`config.mk`:
```
export PLATFORM = sky130hd
export DESIGN_NAME = booth_pp_sum_18x18_flat
export DESIGN_NICKNAME = d
export VERILOG_FILES = /design/src/rtl/booth_pp_sum_18x18_pkg.sv /design/src/rtl/booth_pp_sum_18x18_if.sv /design/src/rtl/booth_pp_sum_18x18_csa.sv /design/src/rtl/booth_pp_sum_18x18.sv /design/src/flat_wrapper.sv
export SDC_FILE = /design/constraint.sdc
export NUM_CORES = 1
export LEC_CHECK = 0
export BUFFER_PORTS_ARGS = -buffer_cell sky130_fd_sc_hd__buf_2
export CORE_ASPECT_RATIO = 0.7
export CORE_UTILIZATION = 62
export DETAILED_ROUTE_END_ITERATION = 8
export PLACE_DENSITY = 0.89
export SLEW_MARGIN = 20
export SYNTH_ARGS = -nofsm -noshare
export SYNTH_HDL_FRONTEND = slang
export SYNTH_SLANG_ARGS = --single-unit
```
`constraint.sdc`:
```
create_clock -name i_clk -period 16.9 [get_ports i_clk]
set_clock_uncertainty 0.05 [all_clocks]
set_input_delay 0 -clock i_clk [delete_from_list [all_inputs] [get_ports i_clk]]
set_output_delay 0 -clock i_clk [all_outputs]
set_load 0.05 [all_outputs]
```
`src/rtl/booth_pp_sum_18x18_pkg.sv`:
```
//============================================================================
// Module   : mult_pkg
// Brief    : Shared widths, product type and partial-product alignment
//            helper for the 18x18 Booth multiplier datapath.
// Revision : 1.0 - initial release
//============================================================================
`default_nettype none
`timescale 1ns/1ps

package mult_pkg;

    localparam int PP_N   = 10;
    localparam int PP_W   = 20;
    localparam int PROD_W = 36;

    typedef logic [PROD_W-1:0] prod_t;

    // Sign-extend a partial product to product width and place it at
    // weight 4^idx; bits pushed past the top are dropped by the shift.
    function automatic prod_t pp_align(input logic [PP_W-1:0] pp, input int idx);
        prod_t ext;
        ext = {{(PROD_W-PP_W){pp[PP_W-1]}}, pp};
        return ext << (2 * idx);
    endfunction

endpackage

`default_nettype wire

```
`src/rtl/booth_pp_sum_18x18_if.sv`:
```
//============================================================================
// Module   : booth_pp_sum_18x18_if
// Brief    : Valid/ready partial-product input bus and product output bus
//            of the Booth partial-product summation stage.
// Revision : 1.0 - initial release
//============================================================================
`default_nettype none
`timescale 1ns/1ps

interface booth_pp_sum_18x18_if;
    import mult_pkg::*;

    logic            i_valid;
    logic            o_ready;
    logic [PP_W-1:0] i_pp1;
    logic [PP_W-1:0] i_pp2;
    logic [PP_W-1:0] i_pp3;
    logic [PP_W-1:0] i_pp4;
    logic [PP_W-1:0] i_pp5;
    logic [PP_W-1:0] i_pp6;
    logic [PP_W-1:0] i_pp7;
    logic [PP_W-1:0] i_pp8;
    logic [PP_W-1:0] i_pp9;
    logic [PP_W-1:0] i_pp10;
    logic            o_valid;
    logic            i_ready;
    prod_t           o_prod;

    // Summation block side
    modport slave (
        input  i_valid, i_pp1, i_pp2, i_pp3, i_pp4, i_pp5,
               i_pp6, i_pp7, i_pp8, i_pp9, i_pp10, i_ready,
        output o_ready, o_valid, o_prod
    );

    // Partial-product source / product sink side
    modport master (
        output i_valid, i_pp1, i_pp2, i_pp3, i_pp4, i_pp5,
               i_pp6, i_pp7, i_pp8, i_pp9, i_pp10, i_ready,
        input  o_ready, o_valid, o_prod
    );

endinterface

`default_nettype wire

```
`src/rtl/booth_pp_sum_18x18_csa.sv`:
```
//============================================================================
// Module   : csa_3to2
// Brief    : W-bit 3:2 carry-save adder row. Carry is returned already
//            shifted to its weight and truncated to W bits.
// Revision : 1.0 - initial release
//============================================================================
`default_nettype none
`timescale 1ns/1ps

module csa_3to2 #(
    parameter int W = 36
) (
    input  logic [W-1:0] i_a,
    input  logic [W-1:0] i_b,
    input  logic [W-1:0] i_c,
    output logic [W-1:0] o_sum,
    output logic [W-1:0] o_carry
);

    assign o_sum   = i_a ^ i_b ^ i_c;
    // Majority of the top bit would land above bit W-1, so it is never formed.
    assign o_carry = {(i_a[W-2:0] & i_b[W-2:0]) |
                      (i_a[W-2:0] & i_c[W-2:0]) |
                      (i_b[W-2:0] & i_c[W-2:0]), 1'b0};

endmodule

`default_nettype wire

```
`src/rtl/booth_pp_sum_18x18.sv`:
```
//============================================================================
// Module   : booth_pp_sum_18x18
// Brief    : Three-stage pipelined reduction of ten radix-4 Booth partial
//            products into a 36-bit product (CSA 10->4, CSA 4->2, CPA),
//            with valid/ready back-pressure through every stage.
// Revision : 1.0 - initial release
//============================================================================
`default_nettype none
`timescale 1ns/1ps

module booth_pp_sum_18x18
    import mult_pkg::*;
(
    input  logic                 i_clk,
    input  logic                 i_rst,
    booth_pp_sum_18x18_if.slave  bus
);

    logic [PP_W-1:0] w_pp [PP_N];
    prod_t           w_t  [PP_N];

    assign w_pp[0] = bus.i_pp1;
    assign w_pp[1] = bus.i_pp2;
    assign w_pp[2] = bus.i_pp3;
    assign w_pp[3] = bus.i_pp4;
    assign w_pp[4] = bus.i_pp5;
    assign w_pp[5] = bus.i_pp6;
    assign w_pp[6] = bus.i_pp7;
    assign w_pp[7] = bus.i_pp8;
    assign w_pp[8] = bus.i_pp9;
    assign w_pp[9] = bus.i_pp10;

    for (genvar gi = 0; gi < PP_N; gi++) begin : g_align
        assign w_t[gi] = pp_align(w_pp[gi], gi);
    end

    // ---------------- Stage 1: 10 -> 7 -> 5 -> 4 ----------------
    prod_t w_l1_s [3];
    prod_t w_l1_c [3];
    prod_t w_l2a_s, w_l2a_c, w_l2b_s, w_l2b_c;
    prod_t w_l3_s, w_l3_c;

    for (genvar gj = 0; gj < 3; gj++) begin : g_l1
        csa_3to2 #(.W(PROD_W)) u_csa (
            .i_a(w_t[3*gj]), .i_b(w_t[3*gj+1]), .i_c(w_t[3*gj+2]),
            .o_sum(w_l1_s[gj]), .o_carry(w_l1_c[gj])
        );
    end

    csa_3to2 #(.W(PROD_W)) u_csa_l2a (
        .i_a(w_l1_s[0]), .i_b(w_l1_c[0]), .i_c(w_l1_s[1]),
        .o_sum(w_l2a_s), .o_carry(w_l2a_c)
    );

    csa_3to2 #(.W(PROD_W)) u_csa_l2b (
        .i_a(w_l1_c[1]), .i_b(w_l1_s[2]), .i_c(w_l1_c[2]),
        .o_sum(w_l2b_s), .o_carry(w_l2b_c)
    );

    csa_3to2 #(.W(PROD_W)) u_csa_l3 (
        .i_a(w_l2a_s), .i_b(w_l2a_c), .i_c(w_l2b_s),
        .o_sum(w_l3_s), .o_carry(w_l3_c)
    );

    // ---------------- Handshake: each stage advances if empty or drained ----------------
    logic r_s1_valid, r_s2_valid, r_o_valid;
    logic w_adv1, w_adv2, w_adv3;

    assign w_adv3 = !r_o_valid  || bus.i_ready;
    assign w_adv2 = !r_s2_valid || w_adv3;
    assign w_adv1 = !r_s1_valid || w_adv2;

    assign bus.o_ready = w_adv1;

    prod_t r_s1_op [4];

    // Stage 1 register: capture the four remaining operands with their valid
    always_ff @(posedge i_clk or posedge i_rst) begin
        if (i_rst) begin
            r_s1_valid <= 1'b0;
            for (int i = 0; i < 4; i++) r_s1_op[i] <= '0;
        end else if (w_adv1) begin
            r_s1_valid <= bus.i_valid;
            r_s1_op[0] <= w_l3_s;
            r_s1_op[1] <= w_l3_c;
            r_s1_op[2] <= w_l2b_c;
            r_s1_op[3] <= w_t[9];
        end
    end

    // ---------------- Stage 2: 4 -> 3 -> 2 ----------------
    prod_t w_s2a_s, w_s2a_c, w_s2b_s, w_s2b_c;
    prod_t r_s2_sum, r_s2_carry;

    csa_3to2 #(.W(PROD_W)) u_csa_s2a (
        .i_a(r_s1_op[0]), .i_b(r_s1_op[1]), .i_c(r_s1_op[2]),
        .o_sum(w_s2a_s), .o_carry(w_s2a_c)
    );

    csa_3to2 #(.W(PROD_W)) u_csa_s2b (
        .i_a(w_s2a_s), .i_b(w_s2a_c), .i_c(r_s1_op[3]),
        .o_sum(w_s2b_s), .o_carry(w_s2b_c)
    );

    // Stage 2 register: redundant sum/carry pair
    always_ff @(posedge i_clk or posedge i_rst) begin
        if (i_rst) begin
            r_s2_valid <= 1'b0;
            r_s2_sum   <= '0;
            r_s2_carry <= '0;
        end else if (w_adv2) begin
            r_s2_valid <= r_s1_valid;
            r_s2_sum   <= w_s2b_s;
            r_s2_carry <= w_s2b_c;
        end
    end

    // ---------------- Stage 3: carry-propagate add ----------------
    prod_t r_o_prod;

    // Output register: final product, carry out of bit 35 discarded
    always_ff @(posedge i_clk or posedge i_rst) begin
        if (i_rst) begin
            r_o_valid <= 1'b0;
            r_o_prod  <= '0;
        end else if (w_adv3) begin
            r_o_valid <= r_s2_valid;
            r_o_prod  <= r_s2_sum + r_s2_carry;
        end
    end

    assign bus.o_valid = r_o_valid;
    assign bus.o_prod  = r_o_prod;

endmodule

`default_nettype wire

```
`src/flat_wrapper.sv`:
```
// flat-port wrapper written by rule: the top's interface ports become plain ports
module booth_pp_sum_18x18_flat import mult_pkg::*;
  (i_clk, i_rst, bus_i_valid, bus_i_pp1, bus_i_pp2, bus_i_pp3, bus_i_pp4, bus_i_pp5, bus_i_pp6, bus_i_pp7, bus_i_pp8, bus_i_pp9, bus_i_pp10, bus_i_ready, bus_o_ready, bus_o_valid, bus_o_prod);
  booth_pp_sum_18x18_if bus_i ();
  input  logic i_clk;
  input  logic i_rst;
  input wire logic [$bits(bus_i.i_valid)-1:0] bus_i_valid;
  input wire logic [$bits(bus_i.i_pp1)-1:0] bus_i_pp1;
  input wire logic [$bits(bus_i.i_pp2)-1:0] bus_i_pp2;
  input wire logic [$bits(bus_i.i_pp3)-1:0] bus_i_pp3;
  input wire logic [$bits(bus_i.i_pp4)-1:0] bus_i_pp4;
  input wire logic [$bits(bus_i.i_pp5)-1:0] bus_i_pp5;
  input wire logic [$bits(bus_i.i_pp6)-1:0] bus_i_pp6;
  input wire logic [$bits(bus_i.i_pp7)-1:0] bus_i_pp7;
  input wire logic [$bits(bus_i.i_pp8)-1:0] bus_i_pp8;
  input wire logic [$bits(bus_i.i_pp9)-1:0] bus_i_pp9;
  input wire logic [$bits(bus_i.i_pp10)-1:0] bus_i_pp10;
  input wire logic [$bits(bus_i.i_ready)-1:0] bus_i_ready;
  output wire logic [$bits(bus_i.o_ready)-1:0] bus_o_ready;
  output wire logic [$bits(bus_i.o_valid)-1:0] bus_o_valid;
  output wire logic [$bits(bus_i.o_prod)-1:0] bus_o_prod;
  assign bus_i.i_valid = bus_i_valid;
  assign bus_i.i_pp1 = bus_i_pp1;
  assign bus_i.i_pp2 = bus_i_pp2;
  assign bus_i.i_pp3 = bus_i_pp3;
  assign bus_i.i_pp4 = bus_i_pp4;
  assign bus_i.i_pp5 = bus_i_pp5;
  assign bus_i.i_pp6 = bus_i_pp6;
  assign bus_i.i_pp7 = bus_i_pp7;
  assign bus_i.i_pp8 = bus_i_pp8;
  assign bus_i.i_pp9 = bus_i_pp9;
  assign bus_i.i_pp10 = bus_i_pp10;
  assign bus_i.i_ready = bus_i_ready;
  assign bus_o_ready = bus_i.o_ready;
  assign bus_o_valid = bus_i.o_valid;
  assign bus_o_prod = bus_i.o_prod;
  booth_pp_sum_18x18 u_core (.i_clk(i_clk), .i_rst(i_rst), .bus(bus_i));
endmodule
```
## Word-level counts from Yosys, hierarchy flattened

Cells that the tools add are included.

- Memories: 0
- Input bits: 204
- Memory bits (read-only): 0
- Register bits after elaboration: 234
- Memory bits (writable): 0
- Latch bits: 0

- Shifts and indexed selects: 0
- Magnitude comparators: 0
- Multipliers: 0
- Bitwise gates (word level): 56
- Equal/unequal tests: 0
- $add $sub $neg: 1
- Divide/modulo/power cells: 0
- Multiplexer cells: 0
- Reductions and logical operators: 6

Operators with widths:

| kind | count |
|---|---|
| bitwise AND 35 bit | 24 |
| bitwise XOR 36 bit | 16 |
| bitwise OR 35 bit | 16 |
| adder 36 bit | 1 |
| zero test 1 bit | 3 |
| logical OR 1 bit | 3 |

## Longest topological paths before layout

Gate-level depths: netlist of the first run.

- Depth after elaboration: 9
- Mapped depth: 9
- Gate-level depth less buffers: 9

## Cells and area by module

A second synthesis of the first run with hierarchy kept.

- Cells, all modules: 1139
- Area total of the unflattened synthesis: 16523.3 um2

By module, submodules not included:

| module | sequential area each (um2) | area an instance (um2) | cells each | times used |
|---|---|---|---|---|
| booth_pp_sum_18x18 | 5930.7 | 10637.7 | 835 | 1 |
| csa_3to2 | 0.0 | 735.7 | 38 | 8 |

## Worst setup path after synthesis of the first run

OpenSTA, ideal clock, no wires.

- Path type: register to register
- Start: register u_core.r_o_valid (netlist: u_core.bus.o_valid)
- End: register u_core.r_s1_op[138] (netlist name)
- Clock period less this slack: 2.558 ns
- Cell stages (with the launch flop): 8
- Setup slack: 14.342 ns
- Data arrival time: 2.352 ns
- Cells stage by stage: dfrtp_1 > nor2b_1 > clkbuf_1 > nand3_1 > clkbuf_1 > clkbuf_1 > buf_1 > a21oi_1

- Cells in the longest elaborated chain, start to end: 4

RTL lines:

| element | RTL line | source |
|---|---|---|
| start, declared | booth_pp_sum_18x18.sv:66 | `logic r_s1_valid, r_s2_valid, r_o_valid;` |
| start signal, assigned | booth_pp_sum_18x18.sv:127 | `r_o_valid <= r_s2_valid;` |
| zero test 1 bit | booth_pp_sum_18x18.sv:69 | `assign w_adv3 = !r_o_valid \|\| bus.i_ready;` |
| logical OR 1 bit | booth_pp_sum_18x18.sv:69 |  |
| logical OR 1 bit | booth_pp_sum_18x18.sv:70 | `assign w_adv2 = !r_s2_valid \|\| w_adv3;` |
| logical OR 1 bit | booth_pp_sum_18x18.sv:71 | `assign w_adv1 = !r_s1_valid \|\| w_adv2;` |
| via bus_o_ready | flat_wrapper.sv:19 | `output wire logic [$bits(bus_i.o_ready)-1:0] bus_o_ready;` |
| end, declared | booth_pp_sum_18x18.sv:75 | `prod_t r_s1_op [4];` |

The timed path passes the listed nets, and every way through them passes these cells.
A chain may end at the register's enable or synchronous reset.

## Final worst setup path of the first run

- Start: register u_core.r_o_valid (netlist: u_core.bus.o_valid)
- End: output port bus_o_ready

- Cells in the longest elaborated chain, start to end: 4

RTL lines:

| element | RTL line |
|---|---|
| zero test 1 bit | booth_pp_sum_18x18.sv:69 |
| logical OR 1 bit | booth_pp_sum_18x18.sv:69 |
| logical OR 1 bit | booth_pp_sum_18x18.sv:70 |
| logical OR 1 bit | booth_pp_sum_18x18.sv:71 |
| end, declared | flat_wrapper.sv:19 |

No other way between the ends.

==> results_dict.tcl, run 1 <==
set metrics [dict create \
    vias_per_cell 5.31 \
    yosysMostFrequentCell "dfrtp_1" \
    rsz0062_at_grt "false" \
    synthTopCellsByCount "212 x dfrtp_1, 197 x inv_1, 169 x fa_1, 156 x mux2_2" \
    num_io_pins 242 \
    grt-ovfl-total 0 \
    synth.avg_cell_area_um2 12.0 \
    power.density_nw_per_um2 172 \
    ys_seq_area_share_pct 37.6 \
    yosys_register_bits 212 \
    cts_resized 0 \
    start_util_pct 64.1 \
    antenna_found_initial 0 \
    die_w_um 182 \
    clkLatencyLatePin_ps 500 \
    final_nets 1872 \
    antenna_cells 0 \
    hold_viol 0 \
    numClockSinks 212 \
    grt_max_degree 97 \
    syn_inst 1175 \
    crit_type "flip-flop to output port" \
    clk_pin_slew_ps 60 \
    port_buffers 239 \
    worstHoldStart "bus_i_pp4[6]" \
    area_growth_pct 17.5 \
    netlist_area_um2 14100 \
    cp_common_cell "buf_4" \
    synth_ff_type "dfrtp_1" \
    cp.required_ps 16850 \
    rows 45 \
    reg2reg_depth 8 \
    crit_path_max_fanout 82 \
    worstPathArrival_ps 3140 \
    cp-end-kind "output port" \
    r2r_setup_slack_ps 13910 \
    clockRootBuffer "clkbuf_16" \
    fillers 1406 \
    post_drt_wl_per_cell_um 16.4 \
    r2r_end "u_core.bus.o_prod[29]$_DFFE_PP0P_" \
    yosys.area.top_type "dfrtp_1" \
    cts_hold_buf 35 \
    max-cap-violations 0 \
    drive_above_1_share_pct 31.0 \
    critPathBufInv 3 \
    cts_made_buffers 21 \
    cts_tree "built" \
    max_freq_mhz 313 \
    max-vdd-ir-drop_mv 0.0953 \
    track_usage_pct 26.2 \
    fin_tns_setup_ps 0 \
    grt_pass1_vias 10300 \
    dr.first_iter.drc_count 489 \
    postCtsSetupRepairBufs 0 \
    async_reset_ff_share_pct 100 \
    slowest_stage "buf_4" \
    crit_family "buffers and inverters" \
    die_area_um2 23400 \
    cts_max_level 1 \
    place_hpwl_um 21200 \
    dpl.cell_count 1679 \
    synth_top_area_share_pct 37.6 \
    ys_warn_count 0 \
    grt_pass1_wl_um 48800 \
    status "finished clean" \
    slew_viol_final 0 \
    fin_crit_ps 3190 \
    antenna_left 0 \
    start_kind "flip-flop" \
    max_slew_margin_pct 36.5 \
    crit_cells 5 \
    regToRegStartpoint "u_core.r_s2_carry[7]$_DFFE_PP0P_" \
    synth_cell_types 55 \
    drt_pass1_iterations 5 \
    worst_pin_slew_ps 952 \
    netlist_top_cells_area "dfrtp_1 38%, fa_1 24%, mux2_2 12%, ha_1 5.9%, inv_1 5.2%" \
    drt_wl_total_um 28600 \
    remaining_drc_errors 0 \
    cpPeakStageDelay_ps 840 \
    cp_cell_sequence "nor2b_2, buf_4, nand3_4, buf_4, buf_2" \
    critPathCapture "bus_o_ready" \
    place.gp.congestion 0.833 \
    final_cells 1751 \
    synth-edff-count 0 \
    via_count 9297 \
    timing.final.crit_share_pct 18.9 \
    core_um2 22000 \
    die_h_um 128 \
    hp-class "primary input to flip-flop" \
    p_leak_nw 8.20 \
    cts.path.max_buffers 3 \
    setup_violations 0 \
    cp-startpoint "u_core.bus.o_valid$_DFFE_PP0P_" \
    syn_nets 1615 \
]
## final cells by class
cell class / count / area (µm²) / share of cell area, %
clock inverters: 7 / 93.8 / 0.565
clock buffers: 30 / 629 / 3.79
well taps: 305 / 382 / 2.30
repair buffers: 280 / 1590 / 9.59
inverters: 197 / 747 / 4.50
flip-flops and latches: 212 / 5310 / 32.0
multi-input cells: 720 / 7850 / 47.3
## per-stage QoR
step	util [%]	setup slack [ps]	total power (W)	hold slack (ps)	instance area (µm²)
floorplan	-	11060	0.00197	58.4	14100
global placement	70.5	14040	0.00228	102	15500
detailed placement	70.5	13990	0.00236	116	15500
CTS	75.4	13620	0.00287	13.4	16600
global route	75.4	13500	0.00308	26.8	16600
finish	75.4	13710	0.00285	22.5	16600
## how the worst min path moves through the flow
| stage | to | slack (ps) | cells past startpoint |
|---|---|---|---|
| 6_report | u_core.r_s1_op[50]$_DFFE_PP0P_ | 20 | 4 |
| 5_1_grt | u_core.r_s1_op[143]$_DFFE_PP0P_ | 30 | 5 |
| 4_1_cts | u_core.r_s1_op[50]$_DFFE_PP0P_ | 10 | 4 |
| 3_5_place_dp | u_core.r_s1_op[67]$_DFFE_PP0P_ | 120 | 2 |
| 3_3_place_gp | u_core.r_s1_op[67]$_DFFE_PP0P_ | 100 | 2 |
| 2_1_floorplan | u_core.r_s1_valid$_DFFE_PP0P_ | 60 | 1 |
## per-layer routing
layer	up-vias	global-route usage [%]	routed length, µm
met5	-	0	0
met4	0	5.68	472
met3	47	3.44	1230
met2	250	46.8	14600
met1	4684	34.7	12300
li1	4316	-	-
## flip-flops by register name, indices dropped and copies added, names as in the netlist
| register | count |
|---|---|
| u_core.r_s1_op | 108 |
| u_core.bus.o_prod | 36 |
| u_core.r_s2_sum | 36 |
| u_core.r_s2_carry | 29 |
| u_core.bus.o_valid | 1 |
| u_core.r_s1_valid | 1 |
| u_core.r_s2_valid | 1 |
## worst min-delay path, cell delays in order
cell	delay, ps
buf_2	90
fa_1	160
ha_1	140
mux2_2	140
## kinds of logic (layout without fill, tap and decap cells)
family	count (synthesis)	count (layout)	share of synthesized area (%)
adders and majority gates	236	236	29.9
and+or+nand+nor	157	157	4.79
DFF	212	212	37.6
muxes	158	158	12.6
xor gates and xnor gates	28	28	1.74
AOI/OAI and AO/OA	141	141	6.42
buffers and inverters	243	514	7.01
## power breakdown
group          switching (W)  internal [W]
Combinational       0.000861      0.000660
Sequential          0.000126      0.000716
Clock               0.000197      0.000290
## placed cells by master, fill, tap and decap left out, types with 7 or more instances in the layout
cell type,netlist,layout
a21o_1,8,8
a21oi_1,57,57
a31oi_1,7,7
buf_2,12,239
clkbuf_16,0,21
clkbuf_8,0,7
dfrtp_1,212,212
dlygate4sd3_1,0,35
fa_1,169,169
ha_1,67,67
inv_1,197,196
mux2_2,156,156
nand2_1,67,66
nand3_1,8,7
nand4_1,9,9
nor2_1,50,50
o21ai_0,27,27
xnor2_1,19,19
xor2_1,9,9
Power figures use the tool's default switching activity.
==> run 2, diff against run 1 <==
--- a/config.mk
+++ b/config.mk
@@ -7,9 +7,9 @@
 export LEC_CHECK = 0
 export BUFFER_PORTS_ARGS = -buffer_cell sky130_fd_sc_hd__buf_2
 export CORE_ASPECT_RATIO = 0.7
-export CORE_UTILIZATION = 62
+export CORE_UTILIZATION = 52
 export DETAILED_ROUTE_END_ITERATION = 8
-export PLACE_DENSITY = 0.89
+export PLACE_DENSITY = 0.8
 export SLEW_MARGIN = 20
 export SYNTH_ARGS = -nofsm -noshare
 export SYNTH_HDL_FRONTEND = slang
==> constraint.sdc (replaced) <==
create_clock -name i_clk -period 2.8 [get_ports i_clk]
set_clock_uncertainty 0.05 [all_clocks]
set_input_delay 0 -clock i_clk [delete_from_list [all_inputs] [get_ports i_clk]]
set_output_delay 0 -clock i_clk [all_outputs]
set_load 0.05 [all_outputs]
==> results_dict.tcl, run 2 (same netlist as run 1, synthesis figures left out) <==
set metrics [dict create \
    port_buffers 239 \
    vias_per_cell 5.03 \
    die_w_um 199 \
    final_nets 1881 \
    timing.final.crit_share_pct 94.7 \
    die_area_um2 27800 \
    slowest_stage "fa_1" \
    final_cell_mix "239 x buf_2, 212 x dfrtp_1, 196 x inv_1" \
    antenna_left 0 \
    start_kind "flip-flop" \
    crit_path_max_fanout 3 \
    start_util_pct 52.9 \
    setup_violations 0 \
    clk_pin_slew_ps 60 \
    worst_slack_ps 148 \
    antenna_cells 0 \
    p_clk_share_pct 16.8 \
    design_area_um2 16800 \
    place.gp.congestion 0.842 \
    via_count 9143 \
    area_growth_pct 18.8 \
    placed_cell_area_um2 15700 \
    largest_register_ff_count 108 \
    crit_family "compound AO/OA/AOI/OAI gates" \
    status "finished clean" \
    cp_cell_sequence "ha_1, fa_1, a211oi_2, o21ai_0, a41oi_2, a21oi_1, o31a_1, o31ai_1" \
    dpl.cell_count 1745 \
    drt_wl_total_um 28400 \
    crit_type "flip-flop to flip-flop" \
    grt-ovfl-total 0 \
    final_cells 1816 \
    p_leak_nw 8.26 \
    place_hpwl_um 22000 \
    worstPathArrival_ps 3000 \
    numClockSinks 212 \
    track_usage_pct 21.8 \
    fin_crit_ps 2650 \
    cts.path.max_buffers 3 \
    drt_pass1_iterations 6 \
    die_h_um 140 \
    cts_tree "built" \
    cts_made_buffers 22 \
    drive_above_1_share_pct 31.3 \
    cpPeakStageDelay_ps 460 \
    grt_pass1_wl_um 48600 \
    cp-end-kind "flip-flop" \
    power_w 0.0172 \
    clkLatencyLatePin_ps 500 \
    grt_max_degree 159 \
    clockRootBuffer "clkbuf_16" \
    combPwrFrac_pct 53.6 \
    slew_viol_final 0 \
    postCtsSetupRepairBufs 0 \
    sequentialPowerShare_pct 29.6 \
    hold_viol 0 \
    grt_pass1_vias 9991 \
    cts_max_level 1 \
    hp-class "primary input to flip-flop" \
    max_slew_margin_pct 42.8 \
    max-cap-violations 0 \
    num_io_pins 242 \
    internal-power_w 0.0101 \
    max_freq_mhz 377 \
    antenna_found_initial 0 \
    top_register "u_core.r_s1_op" \
    power.density_nw_per_um2 1020 \
    worst_pin_slew_ps 857 \
    post_drt_wl_per_cell_um 15.6 \
    fin_tns_setup_ps 0 \
    critPathBufInv 0 \
    rows 50 \
    core_um2 26700 \
    final_common_cell "buf_2" \
    dr.first_iter.drc_count 390 \
    place_ws_ps 10.6 \
    remaining_drc_errors 0 \
    power_switching_w 0.00710 \
    rsz0062_at_grt "false" \
    cp.required_ps 3140 \
    max-vdd-ir-drop_mv 0.505 \
    sw_frac_of_total_pct 41.4 \
]
[run 2: cell count changes in the layout (fill, tap and decap cells not counted), sizes merged]
cell / change
clkinvlp: -1
buf: +7
inv: -2
dlygate4sd3: +1
bufinv: -1
clkbuf: +2
[run 2: path summary, 6_finish.rpt]
| kind | start | endpoint | slack, ps | depth (start not counted) |
|---|---|---|---|---|
| setup / recovery | u_core.r_s2_carry[7]$_DFFE_PP0P_ | u_core.bus.o_prod[33]$_DFFE_PP0P_ | 150 | 8 |
| hold / removal | bus_i_pp8[1] | u_core.r_s1_op[52]$_DFFE_PP0P_ | 20 | 4 |
| setup reg to reg | u_core.r_s2_carry[7]$_DFFE_PP0P_ | u_core.bus.o_prod[33]$_DFFE_PP0P_ | 150 | 8 |
| hold reg to reg | u_core.bus.o_prod[1]$_DFFE_PP0P_ | u_core.bus.o_prod[1]$_DFFE_PP0P_ | 410 | 2 |
| max in group asynchronous | i_rst | u_core.r_s2_carry[35]$_DFFE_PP0P_ | 1800 | 4 |
| min in group asynchronous | i_rst | u_core.r_s1_op[53]$_DFFE_PP0P_ | 250 | 4 |
[run 2: metrics by stage]
step / util [%] / hold slack (ps)
3_5_place_dp: 58.8 / 146
4_1_cts: 62.8 / 9.10
3_3_place_gp: 58.8 / 139
6_report: 62.8 / 15.7
2_1_floorplan: - / 58.4
5_1_grt: 62.8 / 39.8
[run 2: worst min-delay path, cell delays in order]
cell	delay, ps
buf_2	80
ha_1	140
fa_1	160
mux2_2	140
[run 2: cell type report]
cell class	instances	area (µm²)
fillers	2082	9940
clock inverters	3	40.0
repair buffers	288	1700
flip-flops and latches	212	5310
multi-input cells	720	7860
clock buffers	32	669
well taps	364	455
inverters	197	743
[run 2: layer usage]
metal / part of all wire (%) / GRT usage [%]
met1: 45 / 29.8
met3: 4.4 / 3.20
met4: 1.2 / 3.28
met2: 49 / 37.5
met5: 0 / 0
[run 2: repair_timing]
item,4_1_cts,5_1_grt
hold buffers,36,0
endpoints found under the hold margin,246,0
resized for setup,0,2
setup endpoints to repair,0,2
[run 2: power by group through the flow]
stage	Combinational, W	Clock (W)	Sequential (W)
6_report	0.00921	0.00288	0.00509
5_1_grt	0.0104	0.00308	0.00527
4_1_cts	0.00931	0.00295	0.00510
3_5_place_dp	0.00917	0	0.00515
3_3_place_gp	0.00890	0	0.00506
2_1_floorplan	0.00613	0	0.00579
